## src/rtl/mem_access_arbiter_pkg.sv

```systemverilog
// Shared definitions for the IFU/LSU memory-port arbiter: FSM state encoding,
// requester ids and default bus widths.
package mem_access_arbiter_pkg;

    localparam int DEF_ADDR_W = 64;
    localparam int DEF_DATA_W = 64;
    localparam int LAT_W      = 4;

    typedef enum logic [1:0] {
        ST_IDLE   = 2'd0,
        ST_ACCESS = 2'd1,
        ST_WAIT   = 2'd2,
        ST_RESP   = 2'd3
    } state_e;

    localparam logic MID_IFU = 1'b0;
    localparam logic MID_LSU = 1'b1;

endpackage

```

## src/rtl/mem_access_arbiter_rr.sv

```systemverilog
// Two-way round-robin grant: a lone request always wins; on a tie the requester
// that did not win last time is granted.
module mem_access_arbiter_rr (
    input  logic [1:0] req,
    input  logic       last,
    input  logic       en,
    output logic [1:0] gnt
);

    always_comb begin
        gnt = 2'b00;
        if (en) begin
            case (req)
                2'b01:   gnt = 2'b01;
                2'b10:   gnt = 2'b10;
                2'b11:   gnt = last ? 2'b01 : 2'b10;
                default: gnt = 2'b00;
            endcase
        end
    end

endmodule

```

## src/rtl/mem_access_arbiter.sv

```systemverilog
// Shares one single-cycle memory port between the IFU and the LSU, one transaction
// in flight, with a single-cycle chip-enable pulse per access.
module mem_access_arbiter
    import mem_access_arbiter_pkg::*;
#(
    parameter int ADDR_W  = DEF_ADDR_W,
    parameter int DATA_W  = DEF_DATA_W,
    parameter int LATENCY = 0
) (
    input  logic                clk,
    input  logic                rst_n,

    input  logic                ifu_req_valid,
    output logic                ifu_req_ready,
    input  logic [ADDR_W-1:0]   ifu_req_addr,
    input  logic                ifu_req_we,
    input  logic [DATA_W-1:0]   ifu_req_wdata,
    input  logic [DATA_W/8-1:0] ifu_req_wmask,
    output logic                ifu_resp_valid,
    input  logic                ifu_resp_ready,
    output logic [DATA_W-1:0]   ifu_resp_rdata,

    input  logic                lsu_req_valid,
    output logic                lsu_req_ready,
    input  logic [ADDR_W-1:0]   lsu_req_addr,
    input  logic                lsu_req_we,
    input  logic [DATA_W-1:0]   lsu_req_wdata,
    input  logic [DATA_W/8-1:0] lsu_req_wmask,
    output logic                lsu_resp_valid,
    input  logic                lsu_resp_ready,
    output logic [DATA_W-1:0]   lsu_resp_rdata,

    output logic                mem_ce,
    output logic                mem_we,
    output logic [ADDR_W-1:0]   mem_addr,
    output logic [DATA_W-1:0]   mem_wdata,
    output logic [DATA_W/8-1:0] mem_wmask,
    input  logic [DATA_W-1:0]   mem_rdata
);

    localparam int MASK_W = DATA_W / 8;

    state_e              state_q, state_d;
    logic                last_grant_q, last_grant_d;
    logic                gnt_id_q, gnt_id_d;
    logic [ADDR_W-1:0]   addr_q, addr_d;
    logic                we_q, we_d;
    logic [DATA_W-1:0]   wdata_q, wdata_d;
    logic [MASK_W-1:0]   wmask_q, wmask_d;
    logic [DATA_W-1:0]   resp_data_q, resp_data_d;
    logic [LAT_W-1:0]    cnt_q, cnt_d;

    logic [1:0]          req_vec;
    logic [1:0]          gnt;
    logic [1:0]          resp_valid_vec;
    logic [1:0]          resp_ready_vec;

    assign req_vec        = {lsu_req_valid, ifu_req_valid};
    assign resp_ready_vec = {lsu_resp_ready, ifu_resp_ready};

    mem_access_arbiter_rr u_rr (
        .req  (req_vec),
        .last (last_grant_q),
        .en   (state_q == ST_IDLE),
        .gnt  (gnt)
    );

    assign ifu_req_ready = gnt[MID_IFU];
    assign lsu_req_ready = gnt[MID_LSU];

    for (genvar gi = 0; gi < 2; gi++) begin : g_resp
        assign resp_valid_vec[gi] = (state_q == ST_RESP) && (gnt_id_q == 1'(gi));
    end

    assign ifu_resp_valid = resp_valid_vec[MID_IFU];
    assign lsu_resp_valid = resp_valid_vec[MID_LSU];
    assign ifu_resp_rdata = resp_valid_vec[MID_IFU] ? resp_data_q : '0;
    assign lsu_resp_rdata = resp_valid_vec[MID_LSU] ? resp_data_q : '0;

    // The memory port sees the captured request at all times; only ce/we qualify it.
    assign mem_ce    = (state_q == ST_ACCESS);
    assign mem_we    = mem_ce & we_q;
    assign mem_addr  = addr_q;
    assign mem_wdata = wdata_q;
    assign mem_wmask = wmask_q;

    always_comb begin
        state_d      = state_q;
        last_grant_d = last_grant_q;
        gnt_id_d     = gnt_id_q;
        addr_d       = addr_q;
        we_d         = we_q;
        wdata_d      = wdata_q;
        wmask_d      = wmask_q;
        resp_data_d  = resp_data_q;
        cnt_d        = cnt_q;

        case (state_q)
            ST_IDLE: begin
                if (|gnt) begin
                    state_d      = ST_ACCESS;
                    gnt_id_d     = gnt[MID_LSU] ? MID_LSU : MID_IFU;
                    last_grant_d = gnt_id_d;
                    if (gnt[MID_LSU]) begin
                        addr_d  = lsu_req_addr;
                        we_d    = lsu_req_we;
                        wdata_d = lsu_req_wdata;
                        wmask_d = lsu_req_wmask;
                    end else begin
                        addr_d  = ifu_req_addr;
                        we_d    = ifu_req_we;
                        wdata_d = ifu_req_wdata;
                        wmask_d = ifu_req_wmask;
                    end
                end
            end
            ST_ACCESS: begin
                resp_data_d = we_q ? '0 : mem_rdata;
                if (LATENCY == 0) begin
                    state_d = ST_RESP;
                end else begin
                    cnt_d   = LAT_W'(LATENCY);
                    state_d = ST_WAIT;
                end
            end
            ST_WAIT: begin
                cnt_d = cnt_q - 1'b1;
                if (cnt_q <= LAT_W'(1)) begin
                    state_d = ST_RESP;
                end
            end
            ST_RESP: begin
                if (|(resp_valid_vec & resp_ready_vec)) begin
                    state_d = ST_IDLE;
                end
            end
            default: state_d = ST_IDLE;
        endcase
    end

    always_ff @(posedge clk or negedge rst_n) begin
        if (!rst_n) begin
            state_q      <= ST_IDLE;
            last_grant_q <= MID_IFU;
            gnt_id_q     <= MID_IFU;
            addr_q       <= '0;
            we_q         <= 1'b0;
            wdata_q      <= '0;
            wmask_q      <= '0;
            resp_data_q  <= '0;
            cnt_q        <= '0;
        end else begin
            state_q      <= state_d;
            last_grant_q <= last_grant_d;
            gnt_id_q     <= gnt_id_d;
            addr_q       <= addr_d;
            we_q         <= we_d;
            wdata_q      <= wdata_d;
            wmask_q      <= wmask_d;
            resp_data_q  <= resp_data_d;
            cnt_q        <= cnt_d;
        end
    end

endmodule

```

## config.mk

```make
export PLATFORM = sky130hd
export DESIGN_NAME = mem_access_arbiter
export DESIGN_NICKNAME = d
export VERILOG_FILES = /design/src/rtl/mem_access_arbiter_pkg.sv /design/src/rtl/mem_access_arbiter_rr.sv /design/src/rtl/mem_access_arbiter.sv
export SDC_FILE = /design/constraint.sdc
export NUM_CORES = 1
export LEC_CHECK = 0
export ABC_AREA = 1
export CORE_AREA = 2 2 242 244
export DETAILED_ROUTE_END_ITERATION = 8
export DIE_AREA = 0 0 244 246
export GPL_ROUTABILITY_DRIVEN = 0
export PLACE_DENSITY = 0.54
export SYNTH_ARGS = -nofsm -noshare
export SYNTH_HDL_FRONTEND = slang
export SYNTH_SLANG_ARGS = --single-unit
```

## constraint.sdc

```tcl
create_clock -name clk -period 1.4 [get_ports clk]
set_input_delay 0.21 -clock clk [delete_from_list [all_inputs] [get_ports clk]]
set_output_delay 0.21 -clock clk [all_outputs]
set_load 0.005 [all_outputs]
```

; Word level (Yosys, flattened, before mapping)
; Index checks and enable logic that the tools add are counted.
[classes]
addsub = 1
order_cmp = 1
n_eq_ne = 9
muxes = 15
bitwise = 3
n_reduce_logical = 7
[op_table]
columns = operator, n
row1 = $mux W64, 5
row2 = $mux W2, 5
row3 = $eq A2 B2 Y1 const B, 4
row4 = $mux W8, 1
row5 = $pmux W2 S4, 1
row6 = $pmux W2 S3, 1
row7 = $eq A2 B1 Y1 const B, 2
row8 = $le A4 B1 Y1 const B, 1
row9 = $ne A2 B2 Y1 const B, 2
row10 = $reduce_or A2 Y1, 2
row11 = $sub A4 B1 Y4 const B, 1
row12 = $reduce_and A3 Y1, 1
row13 = $and A2 B2 Y2, 1
row14 = $logic_and A1 B1 Y1, 2
row15 = $logic_not A2 Y1, 1
row16 = $mux W1, 2
row17 = $ne A2 B1 Y1 const B, 1
row18 = $reduce_and A2 Y1, 1
row19 = $and A1 B1 Y1, 1
row20 = $not A1 Y1, 1
[totals]
register_bits = 208
wordCells = 44

; Logic depth before layout (Yosys ltp)
[depth]
ltp_word = 6
mapped_depth = 11
mapped_depth_nobuf = 10

; By module
; A second synthesis with hierarchy kept.
[hier_totals]
hier_cells = 1227
area_unflattened_um2 = 9959.6
[by_module_without_submodules]
columns = module, instances, cells_each, area_per_inst_um2
row1 = mem_access_arbiter, 1, 1222, 9938.3
row2 = mem_access_arbiter_rr, 1, 5, 21.3

; Worst setup path before layout
; OpenSTA, ideal clock, no wires.
[synth_timing]
kind = flip-flop to flip-flop
start = reg state_q[0]
end = reg addr_q[0], in the netlist mem_addr[0]
setup_ns = 0.124
arrival_time_ns = 1.368
path_slack_ns = -0.092
path_stages_with_launch = 11
path_buffers = 2
period_less_slack_ns = 1.492
path_cell_list = dfrtp_1 -> inv_1 -> ha_1 -> nand2_2 -> clkinv_1 -> nand2_2 -> buf_6 -> buf_6 -> nand2_1 -> o211ai_1 -> nand2_1
[synth_between]
elab_chain_len = 4
word_cells_on_any_way = 5
cone_classes = mux: 2 / reduce/logical: 3
[synth_lines]
columns = element, line_no
row1 = start: declaration, mem_access_arbiter.sv:43  ; state_e state_q, state_d;
row2 = start signal: assignment, mem_access_arbiter.sv:153  ; state_q <= state_d;
row3 = $logic_not A2 Y1 *, "mem_access_arbiter.sv:64, mem_access_arbiter.sv:98"
row4 = $mux W2, mem_access_arbiter_rr.sv:12  ; if (en) begin
row5 = $reduce_or A2 Y1, mem_access_arbiter.sv:100  ; if (|gnt) begin
row6 = $reduce_and A2 Y1 (no line), n/a
row7 = end signal: assignment, mem_access_arbiter.sv:156  ; addr_q <= addr_d;
row8 = end: declaration, mem_access_arbiter.sv:46  ; logic [ADDR_W-1:0] addr_q, addr_d;
; Every way passes the cells marked *; elsewhere a longest branch is shown, timed or not.
; A chain may end at the register's enable or synchronous reset.

; Worst setup path after layout
[layout_timing]
start = reg state_q[0]
end = out lsu_resp_rdata[28]
[layout_between]
elab_chain_len = 3
[layout_lines]
columns = element, line_no
row1 = $eq A2 B2 Y1, mem_access_arbiter.sv:72  ; assign resp_valid_vec[gi] = (state_q == ST_RESP) && (gnt_id_q == 1'(gi));
row2 = $logic_and A1 B1 Y1, mem_access_arbiter.sv:72
row3 = $mux W64, mem_access_arbiter.sv:78  ; assign lsu_resp_rdata = resp_valid_vec[MID_LSU] ? resp_data_q : '0;
row4 = end: declaration, mem_access_arbiter.sv:31  ; output logic [DATA_W-1:0] lsu_resp_rdata,
; No other way between the ends.

==> reports/results.ini <==
[layout]
layout-drive-gt1-share = 0.266
multi_input_area_um2 = 4850
final_cells = 2891
n_antenna_cell = 0
finish.utilization = 0.367
nets = 2456
fillCellCount = 5858
synthToLayoutAreaGrowth_pct = 91.7
regArea_um2 = 5200

[clock_network]
numCtsBuffers = 26
clock_latency_ns = 0.55
htreeDepth = 1
cts_tree = done
clkSlewWorstSetupHoldPaths_ns = 0.06
cts-root-buf = clkbuf_16
clock-sinks = 208
clk_path_buf_depth = 3

[power]
p_leak_uw = 0.0104
p_per_area_nw_per_um2 = 1920
peakVddDrop_mv = 1.08

[die]
dieArea_um2 = 60000
die_x_um = 244
ioPinCount = 614
fp.dieH_um = 246
fp-row-count = 88
initial_core_util = 0.191
core_um2 = 57400

[route]
wire_per_inst_um = 17.1
num_vias = 11809
drt-initial-drc-count = 402
drt-total-wl_um = 49500
drc = 0
detail-route-antenna-nets = 0
drtPass1Iterations = 4
viasPerCell = 4.08

[global_route]
grt_util_all_layers = 0.150
antenna_found_initial = 2
gr-total-overflow = 0
grt_pass1_wl_um = 69500
grt_max_degree = 41
grt_pass1_vias = 11812

[run_status]
violations = setup timing
status = complete, but fails checks

[logic_synthesis]
avgSynthCellArea_um2 = 8.06
synth-edff-count = 0
synth-main-ff-cell = dfrtp_1
synthesis.area_um2 = 11000
async_reset_ff_frac = 1.00
yosysMostFrequentCell = nand2_1
synth_nets = 1712
ys_ff_latch = 208
synth_top_area_frac = 0.474
ys_top_cells_by_count = nand2_1, inv_1, dfrtp_1, nor2_1, o211ai_2
ys_top_cells_by_area = dfrtp_1, nand2_1, o211ai_2, inv_1, nor2_1
syn-instance-count = 1362
ys_warn_count = 0
synth_cell_types = 22
yosys.area.top_type = dfrtp_1
ys_seq_area_frac = 0.474

[timing]
setup_tns_ns = -222.65
skew_ns = 0.0145
rsz0062_at_grt = yes
setup_slack_ns = -0.811
max_slew_margin = 0.719
fmax_mhz = 452
final_max_slew_viol_count = 0
tightest_slew_ns = 0.421
period_share = 1.58
layout_min_cycle_time_ns = 2.21
hold_viol_final = 0
setup_violations = 477

[worst_setup_path]
worstSetupEndpointType = primary output
crit_arrival_ns = 2.00
crit_type = reg -> out
required_ns = 1.19
startpoint_type = flop
crit_path_max_fanout = 8

[job]
maxCapViolations = 0

[placed_design]
hpwl_um = 34600
port_buffers = 613
post-place-cells = 2751
dp_slack_ns = -0.590

[worst_hold_path]
hp-class = in -> async

==> cells in the final DEF, fill, tap and decap left out, types with 2 or more instances in the layout <==
| cell | Yosys | layout |
|---|---|---|
| clkdlybuf4s50_1 | 0 | 478 |
| nand2_1 | 425 | 410 |
| dfrtp_1 | 208 | 208 |
| inv_1 | 213 | 207 |
| buf_2 | 24 | 90 |
| buf_4 | 10 | 81 |
| o211ai_2 | 80 | 77 |
| nand3_1 | 70 | 70 |
| o21ai_0 | 65 | 65 |
| nor2_2 | 0 | 61 |
| o211ai_1 | 55 | 55 |
| nor2_1 | 133 | 47 |
| clkbuf_16 | 0 | 42 |
| buf_6 | 29 | 37 |
| buf_12 | 0 | 32 |
| clkbuf_2 | 0 | 28 |
| nor2_4 | 0 | 25 |
| buf_8 | 0 | 16 |
| buf_16 | 0 | 15 |
| nand2_2 | 3 | 10 |
| dlygate4sd2_1 | 0 | 8 |
| clkbuf_8 | 0 | 6 |
| clkdlybuf4s15_2 | 0 | 6 |
| nand2_4 | 0 | 5 |
| inv_2 | 2 | 4 |
| clkinv_2 | 0 | 4 |
| nand2_8 | 0 | 3 |
| o211ai_4 | 0 | 3 |
| ha_4 | 0 | 3 |
| ha_1 | 6 | 3 |
| bufinv_16 | 0 | 3 |
| clkbuf_1 | 23 | 3 |
| clkinvlp_4 | 0 | 3 |
| clkinv_4 | 0 | 2 |
| inv_4 | 0 | 2 |
| inv_6 | 0 | 2 |
| xor2_1 | 2 | 2 |
| nand4_1 | 2 | 2 |
| bufbuf_16 | 0 | 2 |
==> registers in the layout, summed over array words and instances, names as in the netlist <==
name         count
resp_data_q     64
we_q             1
mem_wmask        8
cnt_q            4
state_q          2
mem_wdata       64
mem_addr        64
gnt_id_q         1
==> what timing repair did <==
item                       4_1_cts  5_1_grt
resized for setup              388      316
pin swaps                       10       43
buffers inserted                32       33
hold endpoints to repair       208        0
hold buffers                     1        0
cloned                          14       18
setup endpoints to repair      471      477
==> report_power, final <==
group	internal, uW	switching, uW	leakage (uW)	total [uW]
combinational	11900	11100	0.00739	23000
clock	4390	2760	0.000447	7150
sequential	8880	1420	0.00259	10300
total	25200	15300	0.0104	40500
==> routing by layer <==
layer / up-vias / track usage / share of wire
li1: 5744 / - / -
met4: 4 / 0.0588 / 0.034
met3: 66 / 0.0424 / 0.071
met5: - / 0 / 0.00061
met1: 5560 / 0.174 / 0.39
met2: 435 / 0.261 / 0.50
==> cell type report <==
type                       count  area share
timing repair buffer         809       0.393
sequential                   208       0.247
multi-input combinational    845       0.230
tap                          765      0.0455
inverter                     216      0.0398
clock buffer                  36      0.0366
clock inverter                12     0.00713
==> critical path: stages (launching register included) <==
cell,delay (ns)
dfrtp_1,0.42
ha_4,0.17
buf_6,0.11
nand2_8,0.11
clkbuf_16,0.19
buf_6,0.12
buf_6,0.11
nor2_1,0.10
buf_2,0.12
==> worst paths after layout <==
path                               start            endpoint  slack, ns  depth (start not counted)
max                           state_q[0]  lsu_resp_rdata[28]      -0.81                          8
min                                rst_n      resp_data_q[7]       0.17                          2
max reg2reg                   state_q[1]         mem_addr[7]      -0.72                         13
min reg2reg                 mem_wdata[7]        mem_wdata[7]       0.47                          2
max in group asynchronous          rst_n        mem_wmask[6]       0.62                          3
min in group clk           mem_rdata[48]     resp_data_q[48]       0.25                          3
==> metrics by stage <==
step | hold slack (ns) | instance area [um2] | power [uW]
6_report | 0.171 | 21100 | 40500
4_1_cts | 0.148 | 20100 | 39000
3_5_place_dp | 0.150 | 18500 | 29600
5_1_grt | 0.172 | 21100 | 43300
3_3_place_gp | 0.146 | 18500 | 29200
2_1_floorplan | -0.0856 | 11000 | 18800
==> cell families after synthesis <==
kind of cell,synth area share
buffers and inverters,0.132
DFF,0.474
and+or+nand+nor,0.225
xor gates and xnor gates,0.00239
adders and majority gates,0.00684
AOI/OAI and AO/OA,0.160
(Power assumes the default switching activity.)
==> RTL change 1, RTL diff (same flow settings) <==
Take the reset off `addr_q`, `wdata_q` and `resp_data_q` and load them in a clocked block of their own.
--- a/src/rtl/mem_access_arbiter.sv
+++ b/src/rtl/mem_access_arbiter.sv
@@ -143,24 +143,24 @@
             state_q      <= ST_IDLE;
             last_grant_q <= MID_IFU;
             gnt_id_q     <= MID_IFU;
-            addr_q       <= '0;
             we_q         <= 1'b0;
-            wdata_q      <= '0;
             wmask_q      <= '0;
-            resp_data_q  <= '0;
             cnt_q        <= '0;
         end else begin
             state_q      <= state_d;
             last_grant_q <= last_grant_d;
             gnt_id_q     <= gnt_id_d;
-            addr_q       <= addr_d;
             we_q         <= we_d;
-            wdata_q      <= wdata_d;
             wmask_q      <= wmask_d;
-            resp_data_q  <= resp_data_d;
             cnt_q        <= cnt_d;
         end
     end
 
+    always_ff @(posedge clk) begin
+        addr_q      <= addr_d;
+        wdata_q     <= wdata_d;
+        resp_data_q <= resp_data_d;
+    end
+
 endmodule
 
Function: changed (Yosys sat finds a counterexample within 4 cycles, from zero or initial values and one cycle with rst_n low).
==> RTL change 1 against the original RTL <==
- the run still ends with negative setup slack left
- fmax down 2.6%
- routed wire length is 9.9% lower
- setup slack worse by 0.059 ns
- largest power group unchanged
- clock skew fell by 0.0096 ns
- via count fell by 17%
- cell area fell by 7.6%
- area after synthesis down 12%
- count of clock-buffer cells in the layout is 2 lower
- sequential cell count unchanged
- sequential power increased by 4%
- critical path depth rose by 2
- total power decreased by 16%
==> RTL change 1: results (changes against the original RTL) <==
- Syn Nets: 1,413 (was 1,712)
- Synth Flop Type: edfxtp_1 (was dfrtp_1)
- Post-route setup slack: -0.869 ns (was -0.811 ns)
- Fraction of registers with async set/reset: 0.0769 (was 1.00)
- Met1 GRT Util: 0.138 (was 0.174)
- # setup viols final: 600 (was 477)
- Non-clk buf share: 0.400 (was 0.393)
- Vias: 9,784 (was 11,800)
- Status: finished with violations (unchanged)
- Worst R2R Setup Slack: -0.67 ns (was -0.72 ns)
- Final net count: 2,177 (was 2,456)
- First-pass GRT wire length: 57.2 mm (was 69.5 mm)
- Placed instance area: 17,200 um2 (was 18,500 um2)
- Wire per inst: 17.1 um (about the same)
- Vias in the first global route: 9,533 (was 11,800)
- # resized after CTS: 447 (was 388)
- Failing checks: negative setup slack (unchanged)
- Setup TNS Final: -278.59 ns (was -222.65 ns)
- DRT iter0 DRCs: 278 (was 402)
- Worst Reg-to-Reg Cells: 14 (was 13)
- Dpl hpwl: 30.2 mm (was 34.6 mm)
- Layout cell share with drive strength beyond 1: 0.260 (was 0.266)
- Multi-input gates: 655 (was 845)
- Synth Area in Compound Gates: 0.0109 (was 0.160)
- WHS: 0.313 ns (was 0.171 ns)
- Syn Area/Cell: 9.09 um2 (was 8.06 um2)
- Met2 global-route usage: 0.235 (was 0.261)
- Layout filler cell count: 5,867 (was 5,858)
- Placed cells: 2,463 (was 2,751)
- Num CTS Buffers: 24 (was 26)
- Worst slew pin tran: 0.315 ns (was 0.421 ns)
- Inverters: 151 (was 216)
- Post-Synth Adder-Cell Area: 0.00777 (was 0.00684)
- RR Startpoint: state_q[0]$_DFFE_PN0P_ (was state_q[1]$_DFFE_PN0P_)
- Clkbuf count: 34 (was 36)
- Mapped Area: 9660 um2 (was 11,000 um2)
==> RTL change 1: how the worst max path moves through the flow <==
| stage | start | to | slack [ns] | cells after the start |
|---|---|---|---|---|
| finish | state_q[1]$_DFFE_PN0P_ | ifu_resp_rdata[40] | -0.87 | 10 |
| floorplan | state_q[0]$_DFFE_PN0P_ | mem_addr[0]$_DFFE_PP_ | -0.22 | 5 |
| CTS | state_q[0]$_DFFE_PN0P_ | ifu_resp_rdata[40] | -0.97 | 10 |
| detailed placement | lsu_req_valid | mem_addr[40]$_DFFE_PP_ | -0.59 | 9 |
| global route | state_q[1]$_DFFE_PN0P_ | ifu_resp_rdata[40] | -0.94 | 10 |
| global placement | lsu_req_valid | mem_addr[40]$_DFFE_PP_ | -0.56 | 9 |
==> RTL change 1: report_power, final <==
group | internal, uW | switching [uW] | total (uW)
clock | 3430 | 2560 | 5990
combinational | 8690 | 8450 | 17100
sequential | 9960 | 722 | 10700
total | 22100 | 11700 | 33800
==> RTL change 2, RTL diff (config.mk and constraints unchanged) <==
Without the edit above. `LATENCY`: 0 -> 1.
--- a/src/rtl/mem_access_arbiter.sv
+++ b/src/rtl/mem_access_arbiter.sv
@@ -5,7 +5,7 @@
 #(
     parameter int ADDR_W  = DEF_ADDR_W,
     parameter int DATA_W  = DEF_DATA_W,
-    parameter int LATENCY = 0
+    parameter int LATENCY = 1
 ) (
     input  logic                clk,
     input  logic                rst_n,
Behaviour: not the same (Yosys sat finds a counterexample within 4 cycles, from zero or initial values and one cycle with rst_n low).
==> RTL change 2 against the original RTL <==
- the flow still finishes with violations (negative setup slack)
- sequential cell count did not move
- fmax rose by 10%
- setup slack improved by 0.20 ns
- global-route usage fell by 1.0 points
- routed wire length fell by 3.2%
- cell area fell by 5.6%
- total power fell by 5.0%
- combinational power fell by 8%
- area after synthesis barely moved
- largest cell class unchanged
- highest routed layer unchanged
==> RTL change 2: results (changes against the original RTL) <==
- Met3 Wirelength: 2.74 mm (was 3.51 mm)
- Drt pass-1 iters: 5 (was 4)
- Post-route setup slack: -0.608 ns (was -0.811 ns)
- Largest net degree at the start of global routing: 51 (was 41)
- Status: finished with violations (unchanged)
- Dpl ws: -0.444 ns (was -0.590 ns)
- Wire per inst: 16.8 um (was 17.1 um)
- Xor/xnor share of the synthesized area: 0 (was 0.00239)
- DRT iter0 DRCs: 487 (was 402)
- Dpl hpwl: 34.6 mm (about the same)
- Sw power: 14,900 uW (was 15,300 uW)
- Crit path arrival time: 1.80 ns (was 2.00 ns)
- Setup TNS Final: -159.75 ns (was -222.65 ns)
- First-pass GRT wire length: 66.4 mm (was 69.5 mm)
- Num CTS Buffers: 27 (was 26)
- Post-Synth Adder-Cell Area: 0.00798 (was 0.00684)
- Met2 Wirelength: 23.1 mm (was 24.7 mm)
- Vias: 11,600 (was 11,800)
- Synth Area in Compound Gates: 0.152 (was 0.160)
- Post-synthesis sequential area ratio: 0.474 (about the same)
- Vias in the first global route: 11,700 (was 11,800)
- # setup viols final: 469 (was 477)
- Final net count: 2,414 (was 2,456)
- Layout cell share with drive strength beyond 1: 0.236 (was 0.266)
- Worst slew pin tran: 0.460 ns (was 0.421 ns)
- Failing checks: negative setup slack (unchanged)
- Syn Nets: 1,728 (was 1,712)
==> RTL change 2: power by group through the flow <==
| stage | clock network, uW | registers (uW) | logic [uW] |
|---|---|---|---|
| detailed placement | 0 | 10300 | 18900 |
| floorplan | 0 | 10300 | 8500 |
| global route | 7470 | 10600 | 23100 |
| CTS | 7220 | 10300 | 18900 |
| finish | 6980 | 10200 | 21200 |
| global placement | 0 | 10200 | 18700 |
==> RTL change 2: area by class of cell <==
| class | instances | area, um2 |
|---|---|---|
| fillers | 5966 | 37500 |
| inverters | 217 | 830 |
| well taps | 765 | 957 |
| multi-input cells | 858 | 4810 |
| clock buffers | 41 | 808 |
| flip-flops and latches | 208 | 5200 |
| repair buffers | 751 | 7180 |
| clock inverters | 6 | 82.6 |
==> RTL change 2: per-stage QoR <==
step,utilization,total power [uW],cells
2_1_floorplan,-,18800,1377
3_3_place_gp,0.321,28900,2754
3_5_place_dp,0.321,29200,2754
4_1_cts,0.336,36400,2806
5_1_grt,0.346,41100,2846
6_report,0.346,38400,2846
==> RTL change 2: logic make-up (layout without fill, tap and decap cells) <==
logic type / Yosys count / count (layout)
fa+ha+maj: 7 / 7
flops: 208 / 208
simple gates: 645 / 645
compound gates: 206 / 206
buf+inv: 311 / 1015
==> RTL change 2: critical path, stage by stage (launching register included) <==
cell and delay (ns):
dfrtp_1 0.39, ha_4 0.22, nand2_8 0.09, buf_8 0.15
clkbuf_16 0.16, nor2_1 0.10, buf_2 0.13
==> RTL change 2: what timing repair did <==
item / in CTS / in global routing
gates resized for setup: 111 / 529
cloned: 2 / 20
setup endpoints to repair: 448 / 478
setup buffers: 2 / 20
hold endpoints to repair: 139 / 0
hold buffers: 1 / 0
pin swaps: 0 / 8
==> RTL change 2: routing by layer <==
layer | GRT usage | up-vias
li1 | - | 5679
met1 | 0.168 | 5473
met2 | 0.246 | 361
met3 | 0.0275 | 93
met4 | 0.0565 | 4
met5 | 0 | -
==> RTL change 2: path summary, 6_finish.rpt <==
path                                      startpoint                           to  slack (ns)  depth (start not counted)
min in group clk                        mem_rdata[0]   resp_data_q[0]$_DFFE_PN0P_        0.25                          3
max reg2reg                   state_q[0]$_DFFE_PN0P_     mem_addr[47]$_DFFE_PN0P_       -0.41                         10
max in group asynchronous                      rst_n    mem_wdata[23]$_DFFE_PN0P_        0.60                          3
min reg2reg                mem_wdata[43]$_DFFE_PN0P_    mem_wdata[43]$_DFFE_PN0P_        0.48                          2
max                           state_q[1]$_DFFE_PN0P_            ifu_resp_rdata[4]       -0.61                          6
min                                            rst_n  resp_data_q[15]$_DFFE_PN0P_        0.18                          2
